--- config.mk ---
export PLATFORM = sky130hd
export DESIGN_NAME = uart_icb_streamer
export DESIGN_NICKNAME = d
export VERILOG_FILES = /design/src/rtl/uart_icb_streamer.sv
export SDC_FILE = /design/constraint.sdc
export NUM_CORES = 1
export LEC_CHECK = 0
export ABC_CLOCK_PERIOD_IN_PS = 2500
export BUFFER_PORTS_ARGS = -buffer_cell sky130_fd_sc_hd__buf_2
export CAP_MARGIN = 5
export CORE_UTILIZATION = 46
export DETAILED_ROUTE_END_ITERATION = 12
export PLACE_DENSITY_LB_ADDON = 0.1
export SLEW_MARGIN = 20
export SYNTH_ARGS = -nofsm -noshare
export SYNTH_HDL_FRONTEND = slang
export SYNTH_SLANG_ARGS = --single-unit
--- constraint.sdc ---
create_clock -name clk -period 2.5 [get_ports clk]
set_input_delay 0.5 -clock clk [delete_from_list [all_inputs] [get_ports clk]]
set_output_delay 0.5 -clock clk [all_outputs]
set_load 0.01 [all_outputs]
--- src/rtl/uart_icb_streamer.sv ---
// ICB master: programs the UART, polls CSR every POLL_GAP cycles, streams TX FIFO bytes out and RX bytes in.
// One access in flight; TX stalls via tx_byte_ready when the FIFO is full, RX holds until rx_byte_ready.
module uart_icb_streamer #(
  parameter int              PA_W       = 32,
  parameter logic [PA_W-1:0] BASE_ADDR  = 32'h1001_3000,
  parameter logic [PA_W-1:0] CSR_OFS    = 32'h00,
  parameter logic [PA_W-1:0] CTRL_OFS   = 32'h04,
  parameter logic [PA_W-1:0] DATA_OFS   = 32'h08,
  parameter int              FIFO_DEPTH = 4,
  parameter int              POLL_GAP   = 8
) (
  input  logic            clk,
  input  logic            rst_n,
  input  logic            cfg_start,
  input  logic            cfg_stop,
  input  logic [15:0]     cfg_divisor,
  input  logic            cfg_no_parity,
  input  logic            cfg_ev_parity,
  input  logic            tx_byte_valid,
  output logic            tx_byte_ready,
  input  logic [7:0]      tx_byte_data,
  output logic            rx_byte_valid,
  input  logic            rx_byte_ready,
  output logic [7:0]      rx_byte_data,
  output logic            o_icb_cmd_valid,
  input  logic            o_icb_cmd_ready,
  output logic [PA_W-1:0] o_icb_cmd_addr,
  output logic            o_icb_cmd_read,
  output logic [PA_W-1:0] o_icb_cmd_wdata,
  input  logic            o_icb_rsp_valid,
  output logic            o_icb_rsp_ready,
  input  logic [PA_W-1:0] o_icb_rsp_rdata,
  output logic            busy,
  output logic            running,
  output logic            parity_err
);
  localparam int PTR_W = (FIFO_DEPTH > 1) ? $clog2(FIFO_DEPTH) : 1;
  localparam int CNT_W = $clog2(FIFO_DEPTH + 1);
  localparam int GAP_W = (POLL_GAP > 1) ? $clog2(POLL_GAP) : 1;
  localparam logic [CNT_W-1:0] FIFO_FULL = CNT_W'(FIFO_DEPTH);
  localparam logic [GAP_W-1:0] GAP_LAST  = GAP_W'(POLL_GAP - 1);

  typedef enum logic [3:0] {
    S_IDLE, S_CFG_CSR, S_CFG_CTRL, S_WAIT, S_POLL, S_TX_WR, S_RX_RD, S_CTRL_RD, S_STOP_WR
  } state_t;

  state_t           state, nxt;
  logic [GAP_W-1:0] gap_cnt;
  logic             stop_pend, no_par_q, ev_par_q;
  logic [7:0]       fifo_mem [FIFO_DEPTH];
  logic [PTR_W-1:0] wr_ptr, rd_ptr;
  logic [CNT_W-1:0] fifo_cnt;
  logic             push, pop, cmd_hs, rsp_hs, stop_now;
  logic [PA_W-1:0]  nxt_addr, nxt_wdata;
  logic             nxt_read;
  logic [31:0]      ctrl_word;
  logic             unused_rdata;

  assign cmd_hs        = o_icb_cmd_valid & o_icb_cmd_ready;
  assign rsp_hs        = o_icb_rsp_ready & o_icb_rsp_valid;
  assign stop_now      = stop_pend | cfg_stop;
  assign tx_byte_ready = (fifo_cnt != FIFO_FULL);
  assign push          = tx_byte_valid & tx_byte_ready;
  assign pop           = (state == S_TX_WR) & cmd_hs;
  assign busy          = (state != S_IDLE);
  assign ctrl_word     = 32'h0000_0111 | (32'(no_par_q) << 12) | (32'(ev_par_q) << 16);
  assign unused_rdata  = ^o_icb_rsp_rdata;

  always_comb begin
    nxt = state;
    unique case (state)
      S_IDLE: if (cfg_start) nxt = S_CFG_CSR;
      S_WAIT: begin
        if (stop_now) nxt = S_STOP_WR;
        else if (gap_cnt == GAP_LAST) nxt = S_POLL;
      end
      default: if (rsp_hs) begin
        if (state == S_STOP_WR) nxt = S_IDLE;
        else if (stop_now) nxt = S_STOP_WR;
        else begin
          case (state)
            S_CFG_CSR: nxt = S_CFG_CTRL;
            S_RX_RD:   nxt = S_CTRL_RD;
            // RX first so the UART receive register never overruns
            S_POLL: begin
              if (o_icb_rsp_rdata[4] && !rx_byte_valid) nxt = S_RX_RD;
              else if (o_icb_rsp_rdata[0] && (fifo_cnt != '0)) nxt = S_TX_WR;
              else nxt = S_WAIT;
            end
            default:   nxt = S_WAIT;
          endcase
        end
      end
    endcase
  end

  // CFG_CSR is only entered from IDLE, so the divisor comes straight from the input being latched
  always_comb begin
    nxt_addr  = BASE_ADDR + CSR_OFS;
    nxt_read  = 1'b0;
    nxt_wdata = '0;
    case (nxt)
      S_CFG_CSR:  nxt_wdata = PA_W'({cfg_divisor, 16'h0});
      S_CFG_CTRL: begin nxt_addr = BASE_ADDR + CTRL_OFS; nxt_wdata = PA_W'(ctrl_word); end
      S_POLL:     nxt_read = 1'b1;
      S_TX_WR:    begin nxt_addr = BASE_ADDR + DATA_OFS; nxt_wdata = PA_W'(fifo_mem[rd_ptr]); end
      S_RX_RD:    begin nxt_addr = BASE_ADDR + DATA_OFS; nxt_read = 1'b1; end
      S_CTRL_RD:  begin nxt_addr = BASE_ADDR + CTRL_OFS; nxt_read = 1'b1; end
      S_STOP_WR:  nxt_addr = BASE_ADDR + CTRL_OFS;
      default:    ;
    endcase
  end

  always_ff @(posedge clk or negedge rst_n) begin
    if (!rst_n) begin
      state           <= S_IDLE;
      gap_cnt         <= '0;
      stop_pend       <= 1'b0;
      no_par_q        <= 1'b0;
      ev_par_q        <= 1'b0;
      o_icb_cmd_valid <= 1'b0;
      o_icb_cmd_addr  <= '0;
      o_icb_cmd_read  <= 1'b0;
      o_icb_cmd_wdata <= '0;
      o_icb_rsp_ready <= 1'b0;
      running         <= 1'b0;
      parity_err      <= 1'b0;
      rx_byte_valid   <= 1'b0;
      rx_byte_data    <= '0;
    end else begin
      state   <= nxt;
      gap_cnt <= (state == S_WAIT && nxt == S_WAIT) ? gap_cnt + 1'b1 : '0;
      if (nxt != state && nxt != S_IDLE && nxt != S_WAIT) begin
        o_icb_cmd_valid <= 1'b1;
        o_icb_cmd_addr  <= nxt_addr;
        o_icb_cmd_read  <= nxt_read;
        o_icb_cmd_wdata <= nxt_wdata;
      end else if (cmd_hs) begin
        o_icb_cmd_valid <= 1'b0;
      end
      if (cmd_hs) o_icb_rsp_ready <= 1'b1;
      else if (rsp_hs) o_icb_rsp_ready <= 1'b0;
      if (state == S_IDLE && cfg_start) begin
        no_par_q   <= cfg_no_parity;
        ev_par_q   <= cfg_ev_parity;
        parity_err <= 1'b0;
      end else if (state == S_CTRL_RD && rsp_hs && o_icb_rsp_rdata[20]) begin
        parity_err <= 1'b1;
      end
      if (nxt == S_IDLE || nxt == S_STOP_WR) stop_pend <= 1'b0;
      else if (cfg_stop && state != S_IDLE) stop_pend <= 1'b1;
      if (nxt == S_IDLE) running <= 1'b0;
      else if (state == S_CFG_CTRL && rsp_hs) running <= 1'b1;
      if (state == S_RX_RD && rsp_hs) begin
        rx_byte_valid <= 1'b1;
        rx_byte_data  <= o_icb_rsp_rdata[7:0];
      end else if (rx_byte_valid && rx_byte_ready) begin
        rx_byte_valid <= 1'b0;
      end
    end
  end

  // Full-count ready means push and pop never collide on a full FIFO; pointers wrap at the power-of-2 depth
  always_ff @(posedge clk or negedge rst_n) begin
    if (!rst_n) begin
      wr_ptr   <= '0;
      rd_ptr   <= '0;
      fifo_cnt <= '0;
    end else begin
      if (push) wr_ptr <= wr_ptr + 1'b1;
      if (pop) rd_ptr <= rd_ptr + 1'b1;
      fifo_cnt <= fifo_cnt + CNT_W'(push) - CNT_W'(pop);
    end
  end

  always_ff @(posedge clk) begin
    if (push) fifo_mem[wr_ptr] <= tx_byte_data;
  end
endmodule

# [Word-level counts from Yosys, hierarchy flattened]
# Memories as Yosys holds them, arrays and structs flattened.
# Index checks and enable logic that the tools add are counted.
[op_classes] reduce_logical=28 add_sub_neg=5 n_mux=28 n_bitwise=6 eq_ne=20
[ops] operator="32-bit one-hot mux with 3 select lines" n=1
[ops] operator="4-bit by 3-bit == test with 1-bit output, second input constant" n=8
[ops] operator="4-bit two-way mux" n=6
[ops] operator="13-bit by 17-bit bitwise OR with 17-bit output" n=1
[ops] operator="4-bit by 2-bit == test with 1-bit output, second input constant" n=4
[ops] operator="4-bit one-hot mux with 2 select lines" n=2
[ops] operator="1-bit two-way mux" n=15
[ops] operator="1-bit logical AND" n=12
[ops] operator="2-bit nonzero test" n=6
[ops] operator="3-bit two-way mux" n=3
[ops] operator="3-bit one-hot mux with 3 select lines" n=1
[ops] operator="4-bit by 1-bit == test with 1-bit output, second input constant" n=2
[ops] operator="4-bit == test, second input constant" n=2
[ops] operator="4-bit zero test" n=2
[ops] operator="4-bit nonzero test" n=2
[ops] operator="3-bit OR reduction" n=2
[ops] operator="2-bit by 1-bit adder with 2-bit output, second input constant" n=2
[ops] operator="1-bit bitwise AND" n=4
[ops] operator="4-bit by 2-bit != test with 1-bit output, second input constant" n=1
[ops] operator="4-bit != test" n=1
[ops] operator="3-bit by 1-bit adder with 3-bit output" n=1
[ops] operator="3-bit by 1-bit adder with 3-bit output, second input constant" n=1
[ops] operator="3-bit == test, second input constant" n=1
[ops] operator="3-bit != test, second input constant" n=1
[ops] operator="other kinds (6)" n=6
[totals] ff_bits=95 input_bits=66 ramBits=32 output_inout_bits=80 mem_count=1 elab_cells=105
[memory_table] memory="fifo_mem" words=4 width=8 rd=1 rd_ports_with_merged_regs=0 write_ports=1 line="50" source="logic [7:0] fifo_mem [FIFO_DEPTH];"

# [Depth between registers and ports, before layout]
# Gate-level depths: netlist (run 1).
[logic_depth] depth_word=13 ltp_mapped=12 depth_no_buf=11

# [Worst setup path before layout (run 1)]
# Ideal clock, no wire load.
[synth_timing] path_type="in2reg" start="input port o_icb_rsp_valid" end="register o_icb_cmd_wdata[16]" arrival_ns=2.353 required_ns=2.373 setup_time_ns=0.127 path_slack_ns=0.020 n_path_buf=3 path_stages=10 path_cell_list="and2_1 -> clkbuf_1 -> o21ai_0 -> a211o_1 -> and2_1 -> buf_2 -> mux2i_1 -> o31ai_4 -> buf_6 -> mux2_1"
[synth_via] elab_chain_cells=6 word_cells_on_any_way=12 cone_classes="eq/ne (5); mux (3); bitwise (1); reduce/logical (3)"
[synth_lines] element="start, declared" line="30" source="input logic o_icb_rsp_valid,"
[synth_lines] element="1-bit bitwise AND (*)" line="60" source="assign rsp_hs = o_icb_rsp_ready & o_icb_rsp_valid;"
[synth_lines] element="4-bit two-way mux (*)" line="77" source="default: if (rsp_hs) begin"
[synth_lines] element="4-bit one-hot mux with 2 select lines (*)" line="71" source="unique case (state)"
[synth_lines] element="branches (longest 3 deep; another with 32-bit one-hot mux with 3 select lines)"
[synth_lines] element="end signal, assigned" line="137" source="o_icb_cmd_wdata <= nxt_wdata;"
[synth_lines] element="end, declared" line="29" source="output logic [PA_W-1:0] o_icb_cmd_wdata,"
# Mark *: on every way between the ends.
# A chain may end at the register's enable or synchronous reset.

# [Worst setup path in the final report (run 1)]
[layout_timing] start="register stop_pend" end="register o_icb_cmd_wdata[1]"
[layout_via] elab_chain_cells=8 word_cells_on_any_way=15 cone_classes="eq/ne (5); mux (6); bitwise (1); reduce/logical (3)"
[layout_lines] element="start, declared" line="49" source="logic stop_pend, no_par_q, ev_par_q;"
[layout_lines] element="start signal, assigned" line="118" source="stop_pend <= 1'b0;"
[layout_lines] element="start signal, assigned" line="150" source="if (nxt == S_IDLE || nxt == S_STOP_WR) stop_pend <= 1'b0;"
[layout_lines] element="start signal, assigned" line="151" source="else if (cfg_stop && state != S_IDLE) stop_pend <= 1'b1;"
[layout_lines] element="1-bit bitwise OR (*)" line="61" source="assign stop_now = stop_pend | cfg_stop;"
[layout_lines] element="4-bit two-way mux" line="79" source="else if (stop_now) nxt = S_STOP_WR;"
[layout_lines] element="4-bit two-way mux" line="78" source="if (state == S_STOP_WR) nxt = S_IDLE;"
[layout_lines] element="4-bit two-way mux" line="77"
[layout_lines] element="4-bit one-hot mux with 2 select lines (*)" line="71"
[layout_lines] element="branches (longest 3 deep; another with 32-bit one-hot mux with 3 select lines)"
# Marks and branches as above.

==> out/results.ini, run 1 <==
[pwr]
clock_power_share = 0.162
p_seq_frac = 0.311
power_density_nw_per_um2 = 1149
worst_ir_drop_vdd_uv = 689.9
cell_internal_pwr_mw = 4.182
leakage_nw = 2.812
switching_share = 0.3631
combPwrFrac = 0.527
switching_power_mw = 2.384
p_total_mw = 6.566

[cts]
h-tree-depth = 3
clk_pin_slew_worst_paths_ps = 100
clockRootBuffer = clkbuf_8
tritoncts = yes
cts_buffers = 9
clk_latency_ps = 360
clkSinkCount = 92
clockBufferDepth = 2
hold_buffers = 0

[die]
dieArea_sq_um = 9995
num_rows = 35
die_x_um = 99.98
initial_utilization = 0.4756
dieHeight_um = 99.98
core-area_sq_um = 9284
ioPinCount = 146

[place]
dpl.cell_count = 607
hpwl_um = 6367
post-place-ws_ps = -392.1
place_congestion = 0.8227
port_buffers = 90

[detailed_routing]
ant_nets = 0
drc_errors = 0
wirelength_um = 8924
drt_iter0_markers = 60
post_drt_wl_per_cell_um = 14.12
vias_per_cell = 4.774
vias = 3017
drtPass1Iterations = 4

[critical_path]
timing.rr.start = stop_pend
crit_path_cell_trace = or2_4 > or4_4 > a311oi_4 > o2111ai_4 > o31ai_4 > buf_6 > mux2_4
crit_type = flip-flop to flip-flop
cp-end-kind = flip-flop
worst_ep_arrival_time_ps = 2710
worstReg2RegEnd = o_icb_cmd_wdata[1]
cp_slowest_cell = or4_4
reg2reg_slack_ps = 30
cp.required_ps = 2740
slowest_delay_ps = 560
ff2ff_path_depth = 7
crit_path_max_fanout = 8
cp-start-kind = flip-flop

[global_route]
grt_max_degree = 29
grt_use_met2 = 0.3130
grt_overflow_total = 0
track_usage = 0.1779
grt_busiest_layer = met2
grt_pass1_wl_um = 13850
grtUsageMet1 = 0.2234
antenna_found_initial = 1
grt_use_met3 = 0.03830
grt_pass1_vias = 2882

[finish]
drive_gt1_frac = 0.4374
area_delta_synth_final_pct = 29.39
final_cells = 632
num_antenna_cells = 0
nNetsFinal = 573

[timing]
fmax_ghz = 0.4044
worst_slew_pin_slew_ps = 590.0
finalSetupViolCount = 0
rsz0062_at_grt = true
min_period_over_period = 0.9892
relSlewSlack = 0.6067
final_max_slew_viol_count = 0
min_period_ps = 2473
finalHoldViolCount = 0
finalWorstSetupSlack_ps = 26.90
hold-worst-slack_ps = 63.26
finClkSkew_ps = 12.67

[yosys]
ys_ff_latch = 92
syn_inst = 355
post_synth_instance_area_sq_um = 4415
synth.distinct_cells = 57
async_reset_ff_frac = 0.6522
yosysWarnings = 0
synth-edff-count = 32
synth_top_area_share = 0.3400
ys_seq_area_frac = 0.5577
synth_area_leaders = dfrtp_1 34%, edfxtp_1 22%, buf_4 6.5%, mux2i_1 4.1%, mux4_2 4.1%
ys.flop_type = dfrtp_1
syn_area_per_cell_sq_um = 12.44
yosysTopAreaCell = dfrtp_1

[min_path]
min_path_type = input pin to async pin

[job]
cap_violations = 0

[status]
status = finished, final reports clean

-- layout by cell type (no fill, tap or decap), types with 9 or more instances in the layout --
| cell type | instances |
|---|---|
| edfxtp_1 | 32 |
| buf_2 | 90 |
| o21ai_0 | 9 |
| clkbuf_8 | 9 |
| conb_1 | 32 |
| nand2_1 | 22 |
| mux2_2 | 10 |
| inv_1 | 32 |
| buf_4 | 50 |
| mux2i_1 | 16 |
| dfrtp_1 | 59 |
-- critical path: cells and delay by family, from the launching register on --
family,cells,cell delay (ps)
DFF,1,410
AOI/OAI and AO/OA,3,630
buffers and inverters,1,200
muxes,1,310
and+or+nand+nor,2,820
-- registers in the layout, summed over array words and instances (netlist names) --
register and cells:
ev_par_q 1, fifo_cnt 3, fifo_mem 32, gap_cnt 3
no_par_q 1, o_icb_cmd_addr 3, o_icb_cmd_read 1, o_icb_cmd_valid 1
o_icb_cmd_wdata 26, o_icb_rsp_ready 1, parity_err 1, rd_ptr 2
running 1, rx_byte_data 8, rx_byte_valid 1, state 4
stop_pend 1, wr_ptr 2
-- metrics by stage --
| stage | util | cell area, sq um | setup TNS [ps] |
|---|---|---|---|
| after floorplan | - | 4532 | 0 |
| after global placement | 0.5613 | 5211 | -9548 |
| after detailed placement | 0.5613 | 5211 | -10500 |
| after CTS | 0.5911 | 5488 | 0 |
| after global routing | 0.6154 | 5713 | -841.0 |
| final | 0.6154 | 5713 | 0 |
-- synthesized netlist by cell type (2+ instances only) --
library cell	count
edfxtp_1	32
and3_1	6
a41oi_1	2
ha_1	8
nor3_1	2
xor2_1	2
nand4bb_1	2
a21oi_1	3
o21ai_0	10
dfrtp_1	60
nor2_1	8
mux4_2	8
a211oi_1	3
nand2_1	24
nand2b_1	3
nor4_1	2
nand4_1	2
mux2i_1	18
mux2_1	9
nand3_1	5
buf_4	38
clkbuf_1	5
a21o_1	4
inv_1	33
buf_2	5
a31oi_1	4
nor2b_1	9
mux2_2	10
xnor2_1	4
o2111ai_1	2
and2_1	6
-- metal layers --
metal  share of wire  vias to the layer above
met5          0.0015                        -
met4          0.0064                        2
met3           0.041                        9
met2            0.50                       86
met1            0.45                     1465
li1                -                     1455
-- worst max path at each step --
stage                          from                  end  slack, ps  cells past startpoint
global route              stop_pend  o_icb_cmd_wdata[26]        -50                      8
global placement           cfg_stop  o_icb_cmd_wdata[25]       -330                      9
finish                    stop_pend   o_icb_cmd_wdata[1]         30                      7
CTS                      gap_cnt[0]  o_icb_cmd_wdata[12]        0.4                     10
detailed placement         cfg_stop  o_icb_cmd_wdata[26]       -390                      9
floorplan           o_icb_rsp_valid  o_icb_cmd_wdata[16]         20                     10
-- cell families after synthesis --
kind of cell,share of synthesized area
DFF,0.5577
buffers and inverters,0.1060
and+or+nand+nor,0.09777
muxes,0.1301
AOI/OAI and AO/OA,0.06858
adders and majority gates,0.02720
xor gates and xnor gates,0.01190
other,0.0008493
-- repair_timing --
item	4_1_cts	5_1_grt
endpoints found under the setup margin	32	31
cloned	0	1
buffers inserted	2	6
pin swaps	3	11
resized for setup	9	38
-- cell type report --
| type | count | area [sq um] |
|---|---|---|
| timing repair buffer | 150 | 969.7 |
| multi-input combinational | 211 | 1774 |
| fill | 796 | 3571 |
| clock buffer | 9 | 123.9 |
| inverter | 34 | 127.6 |
| sequential | 92 | 2464 |
| clock inverter | 7 | 92.59 |
| tap | 129 | 161.4 |
-- power by group through the flow --
| stage | clock (mW) | combinational (mW) | sequential (mW) |
|---|---|---|---|
| CTS | 1.09 | 3.02 | 2.04 |
| global route | 1.15 | 3.75 | 2.08 |
| finish | 1.07 | 3.46 | 2.04 |
| floorplan | 0 | 1.75 | 2.11 |
| detailed placement | 0 | 2.85 | 2.07 |
| global placement | 0 | 2.80 | 2.06 |
(Power assumes the default switching activity.)
==> run 2, diff against run 1 <==
--- a/config.mk
+++ b/config.mk
@@ -8,8 +8,9 @@
 export ABC_CLOCK_PERIOD_IN_PS = 2500
 export BUFFER_PORTS_ARGS = -buffer_cell sky130_fd_sc_hd__buf_2
 export CAP_MARGIN = 5
-export CORE_UTILIZATION = 46
+export CORE_UTILIZATION = 35
 export DETAILED_ROUTE_END_ITERATION = 12
+export HOLD_SLACK_MARGIN = 0.06
 export PLACE_DENSITY_LB_ADDON = 0.1
 export SLEW_MARGIN = 20
 export SYNTH_ARGS = -nofsm -noshare
==> run 2 against run 1 <==
  * The run now ends with negative setup slack left
  * Clock-buffer cell count rose by 2
  * Hold slack improved by 100 ps
  * Setup slack got worse by 51 ps
  * Sequential power barely moved
  * Sequential share of layout area fell by 2.7 points
  * Cell count rose by 8.9%
  * First-iteration DRC count rose by 70%
  * Flip-flop and latch count did not move
  * Cell area rose by 6.8%
==> out/results.ini, run 2 (same netlist as run 1, synthesis figures left out) <==
[status]
status = complete, but fails checks
violations = negative setup slack

[place]
hpwl_um = 6897  ; +8.3%
post-place-ws_ps = -459.0  ; -66.92 ps
port_buffers = 90  ; unchanged
place_congestion = 0.8520  ; +3.6%

[critical_path]
worstReg2RegEnd = o_icb_cmd_wdata[26]
crit_path_max_fanout = 7  ; -1
worst_ep_arrival_time_ps = 2790  ; +80 ps
timing.rr.start = state[2]
ff2ff_path_depth = 13  ; +6
cp-end-kind = flip-flop
cp.required_ps = 2770  ; +30 ps
crit_type = flip-flop to flip-flop
reg2reg_slack_ps = -20  ; -50 ps
cp-start-kind = flip-flop

[detailed_routing]
drt_iter0_markers = 102  ; +70%
drc_errors = 0  ; unchanged
drtPass1Iterations = 4  ; unchanged
wirelength_um = 10100  ; +13%
vias_per_cell = 4.517  ; -5.4%
post_drt_wl_per_cell_um = 14.68  ; +4.0%
vias = 3108  ; +3.0%
ant_nets = 0  ; unchanged

[cts]
clk_pin_slew_worst_paths_ps = 70  ; -30 ps
clk_latency_ps = 350  ; about the same
clockBufferDepth = 2  ; unchanged
hold_buffers = 0  ; unchanged
tritoncts = yes
cts_buffers = 9  ; unchanged
clkSinkCount = 92  ; unchanged
clockRootBuffer = clkbuf_16
h-tree-depth = 3  ; unchanged

[die]
num_rows = 40  ; +14%
core-area_sq_um = 12160  ; +31%
dieArea_sq_um = 13070  ; +31%
ioPinCount = 146  ; unchanged
dieHeight_um = 114.3  ; +14%
initial_utilization = 0.3631  ; -0.1125
die_x_um = 114.3  ; +14%

[finish]
largest_register_ffs = 32  ; unchanged
area_delta_synth_final_pct = 38.17
final_common_cell = buf_2
nNetsFinal = 590  ; +3.0%
num_antenna_cells = 0  ; unchanged
top_regs = fifo_mem: 32 flops, o_icb_cmd_wdata: 26 flops, rx_byte_data: 8 flops
largest_register = fifo_mem
layout_common_cells = 90 x buf_2, 61 x buf_4, 59 x dfrtp_1
drive_gt1_frac = 0.4769  ; +0.03955

[timing]
rsz0062_at_grt = true
min_period_over_period = 1.010  ; +0.02028
worst_slew_pin_slew_ps = 633.6  ; +43.59 ps
relSlewSlack = 0.5776  ; -0.02906
final_max_slew_viol_count = 0  ; unchanged
finalHoldViolCount = 0  ; unchanged
tns_ps = -181.9  ; -181.9 ps
min_period_ps = 2524  ; +50.70 ps
finClkSkew_ps = 11.62  ; -1.058 ps
finalWorstSetupSlack_ps = -23.80  ; -50.70 ps
fmax_ghz = 0.3962  ; -2.0%
finalSetupViolCount = 12  ; +12

[job]
cap_violations = 0  ; unchanged

[global_route]
grt_overflow_total = 0  ; unchanged
grt_pass1_wl_um = 15990  ; +15%
grt_max_degree = 37  ; +28%
grt_pass1_vias = 3103  ; +7.7%
track_usage = 0.1635  ; -0.01440
antenna_found_initial = 0  ; -1

[pwr]
power_density_nw_per_um2 = 1231  ; +7.1%
worst_ir_drop_vdd_uv = 575.2  ; -17%
leakage_nw = 3.003  ; +6.8%

[min_path]
min_path_type = input pin to async pin

==> run 2: cell count changes in the layout (fill, tap and decap cells not counted), moves of 3 or more <==
cell,change
clkbuf_16,+9
buf_6,+3
nand3_1,-3
buf_4,+11
nand2_1,-7
nand2_2,+3
nand2_4,+4
clkbuf_8,-9
nand3_2,+3
==> run 2: worst max-delay path by stage <==
stage / depth (start not counted) / endpoint / slack [ps] / startpoint
2_1_floorplan: 10 / o_icb_cmd_wdata[16] / 20 / o_icb_rsp_valid
3_3_place_gp: 9 / o_icb_cmd_wdata[25] / -410 / cfg_stop
3_5_place_dp: 9 / o_icb_cmd_wdata[26] / -460 / cfg_stop
4_1_cts: 11 / o_icb_cmd_wdata[5] / -90 / state[2]
5_1_grt: 11 / o_icb_cmd_wdata[20] / -150 / state[2]
6_report: 13 / o_icb_cmd_wdata[26] / -20 / state[2]
==> run 2: cell type report <==
type	instances	area, sq um
clock inverters	5	60.06
well taps	168	210.2
clock buffers	11	232.7
fillers	1140	6061
flip-flops and latches	92	2464
repair buffers	167	1149
multi-input cells	211	1856
inverters	34	130.1
==> run 2: metal layers <==
metal | part of all wire | track usage | vias up | wire length (um)
met3 | 0.055 | 0.05929 | 14 | 552
met5 | 0 | 0 | - | 0
met4 | 0.018 | 0.05714 | 0 | 180
met2 | 0.50 | 0.2735 | 90 | 5023
met1 | 0.43 | 0.1940 | 1508 | 4343
li1 | - | - | 1496 | -
==> run 2: worst max-delay path: stages, from the launching register on <==
cell and delay [ps]:
dfrtp_1 410, buf_6 140, nand4bb_4 190, buf_6 130, or3_4 370, nand3b_1 200, nand2_2 110, buf_6 140
buf_6 120, inv_4 60, and3_4 220, clkbuf_16 170, nand2_2 50, mux2i_1 120
==> run 2: report_power, final <==
group / internal, mW / total [mW] / switching (mW)
registers: 1.90 / 2.05 / 0.147
logic: 2.19 / 4.10 / 1.91
clock network: 0.780 / 1.36 / 0.584
==> run 2: stage by stage <==
step	cell area, sq um	std cells	hold slack (ps)	util	power, mW
final	6101	688	163.2	0.5016	7.510
after global routing	6101	688	205.3	0.5016	7.972
after CTS	5949	687	182.4	0.4892	7.375
after detailed placement	5310	651	472.5	0.4366	4.985
after global placement	5310	651	457.8	0.4366	4.949
after floorplan	4532	386	204.4	-	3.855
==> run 2: what timing repair did <==
item                       4_1_cts  5_1_grt
pin swaps                       11       20
setup endpoints to repair       32       32
resized for setup               35       41
buffers inserted                18        9
cloned                           2        1
==> run 3, diff against run 2 <==
--- a/config.mk
+++ b/config.mk
@@ -5,7 +5,7 @@
 export SDC_FILE = /design/constraint.sdc
 export NUM_CORES = 1
 export LEC_CHECK = 0
-export ABC_CLOCK_PERIOD_IN_PS = 2500
+export ABC_CLOCK_PERIOD_IN_PS = 2470
 export BUFFER_PORTS_ARGS = -buffer_cell sky130_fd_sc_hd__buf_2
 export CAP_MARGIN = 5
 export CORE_UTILIZATION = 35
==> constraint.sdc (replaced) <==
create_clock -name clk -period 2.47 [get_ports clk]
set_input_delay 0.494 -clock clk [delete_from_list [all_inputs] [get_ports clk]]
set_output_delay 0.494 -clock clk [all_outputs]
set_load 0.01 [all_outputs]
==> run 3 against run 2 <==
  * The flow still finishes with violations (negative setup slack)
  * Combinational power shrank 6.6%
  * Sequential power hardly changed
  * Core utilization decreased by 0.90 points
  * Setup slack better by 14 ps
  * Routed wire length is 2.5% lower
  * First-iteration DRC count is 14% higher
  * Register-to-register slack hardly changed
  * Clock skew is 3.7 ps lower
  * Hold slack gained 11 ps
  * Sequential share of layout area is 0.71 points higher
  * Largest cell class unchanged
  * Highest routed layer unchanged
==> out/results.ini, run 3 (same netlist as run 1, synthesis figures left out) <==
[critical_path]
critPathLaunch = state[2]
slowest_delay_ps = 550  ; +140 ps
cp.required_ps = 2690  ; -80 ps
cp_slowest_cell = or4b_4
cp-start-kind = flip-flop
worst_ep_arrival_time_ps = 2700  ; -90 ps
crit_path_max_fanout = 10  ; +3
timing.rr.start = state[2]
cp-end-kind = flip-flop
crit_path_cell_trace = or4b_4 > nand2_4 > o311ai_4 > nand2_2 > mux2i_4 > o31ai_4 > buf_6 > mux2_1
crit_type = flip-flop to flip-flop

[timing]
rsz0062_at_grt = true
min_period_ps = 2479  ; -44.44 ps
finClkSkew_ps = 7.950  ; -3.666 ps
fmax_ghz = 0.4033  ; +1.8%
relSlewSlack = 0.5616  ; -0.01603
worst_slew_pin_slew_ps = 657.6  ; +24.05 ps
final_max_slew_viol_count = 0  ; unchanged
min_period_over_period = 1.004  ; -0.005729
finalSetupViolCount = 2  ; -10
finalWorstSetupSlack_ps = -9.364  ; +14.44 ps
finalHoldViolCount = 0  ; unchanged
tns_ps = -11.28  ; +170.6 ps

[die]
dieHeight_um = 114.3  ; unchanged
initial_utilization = 0.3631  ; unchanged
core-area_sq_um = 12160  ; unchanged
ioPinCount = 146  ; unchanged
dieArea_sq_um = 13070  ; unchanged
num_rows = 40  ; unchanged
die_x_um = 114.3  ; unchanged

[global_route]
grt_busiest_layer = met2
antenna_found_initial = 0  ; unchanged
grt_pass1_wl_um = 15330  ; -4.1%
track_usage = 0.1548  ; -0.008727
grtUsageMet1 = 0.1982  ; +0.004182
grt_use_met3 = 0.03123  ; -0.02806
grt_pass1_vias = 3034  ; -2.2%
grt_overflow_total = 0  ; unchanged
grt_use_met2 = 0.2582  ; -0.01535
grt_max_degree = 35  ; -5.4%

[cts]
clk_pin_slew_worst_paths_ps = 70  ; about the same
clk_latency_ps = 350  ; about the same
clockBufferDepth = 2  ; unchanged
h-tree-depth = 3  ; unchanged
tritoncts = yes
clockRootBuffer = clkbuf_16
clkSinkCount = 92  ; unchanged
cts_buffers = 9  ; unchanged
hold_buffers = 0  ; unchanged

[pwr]
p_total_mw = 7.225  ; -3.8%
leakage_nw = 2.910  ; -3.1%
worst_ir_drop_vdd_uv = 477.4  ; -17%
power_density_nw_per_um2 = 1206  ; -2.0%

[place]
dpl.cell_count = 644  ; -1.1%
hpwl_um = 6672  ; -3.3%
place_congestion = 0.8433  ; -1.0%
port_buffers = 90  ; unchanged
post-place-ws_ps = -451.7  ; +7.352 ps

[min_path]
min_path_type = input pin to async pin

[detailed_routing]
vias_per_cell = 4.483  ; -0.76%
drc_errors = 0  ; unchanged
wirelength_um = 9845  ; -2.5%
post_drt_wl_per_cell_um = 14.46  ; -1.5%
vias = 3053  ; -1.8%
drtPass1Iterations = 4  ; unchanged
drt_iter0_markers = 116  ; +14%
ant_nets = 0  ; unchanged

[finish]
final_common_cell = buf_2
drive_gt1_frac = 0.4483  ; -0.02858
largest_register_ffs = 32  ; unchanged
area_delta_synth_final_pct = 35.70
largest_register = fifo_mem
top_regs = fifo_mem: 32 flops, o_icb_cmd_wdata: 26 flops, rx_byte_data: 8 flops
utilization = 0.4927  ; -0.008951
final_cells = 681  ; -1.0%
nNetsFinal = 583  ; -1.2%
layout_common_cells = 90 x buf_2, 60 x dfrtp_1, 53 x buf_4, 32 x conb_1, 32 x edfxtp_1
num_antenna_cells = 0  ; unchanged

[job]
cap_violations = 0  ; unchanged

[status]
violations = negative setup slack
status = complete, but fails checks

-- run 3: changes by cell type in the layout (fill, tap and decap cells not counted), moves of 3 or more --
cell / before / now
buf_4: 61 / 53
mux2_1: 0 / 9
mux2_4: 9 / 0
nand2_1: 15 / 22
nand2_2: 5 / 1
nand2_4: 4 / 1
-- run 3: path summary, 6_finish.rpt --
path	to	slack, ps	cells after the start
min reg2reg	o_icb_cmd_wdata[4]	480	1
max in group asynchronous	o_icb_cmd_wdata[6]	1680	2
max reg2reg	o_icb_cmd_wdata[2]	-9	8
min	parity_err	170	1
min in group clk	rx_byte_valid	330	2
max	o_icb_cmd_wdata[2]	-9	8
-- run 3: critical path: cells and delay by family, from the launching register on --
| kind | cells | cell delay [ps] |
|---|---|---|
| flops | 1 | 480 |
| simple gates | 3 | 800 |
| mux | 2 | 420 |
| compound gates | 2 | 460 |
| buf+inv | 1 | 190 |
-- run 3: area by class of cell --
class	count	area (sq um)
fill	1117	6170
sequential	92	2462
multi-input combinational	211	1805
timing repair buffer	160	1097
clock buffer	9	225.2
tap	168	210.2
inverter	34	130.1
clock inverter	7	61.31
-- run 3: repair_timing --
item                       in CTS  in global routing
gates cloned                    0                  2
gates resized for setup        14                 38
setup endpoints to repair      32                 32
buffers inserted               13                  7
pin swaps                       7                 12
-- run 3: report_power, final --
group	internal [mW]	total (mW)	switching, mW
Clock	0.695	1.33	0.631
Sequential	1.92	2.07	0.152
Combinational	2.04	3.83	1.78
-- run 3: through the flow --
step           cell area, sq um  hold WS [ps]
6_report                   5992         174.5
5_1_grt                    5992         236.2
4_1_cts                    5705         203.4
3_5_place_dp               5258         468.3
3_3_place_gp               5258         456.4
2_1_floorplan              4533         198.4
-- run 3: per-layer routing --
metal / wire (um) / vias up
met5: 0 / -
met4: 121 / 0
met3: 352 / 10
met2: 4885 / 73
met1: 4486 / 1491
li1: - / 1479
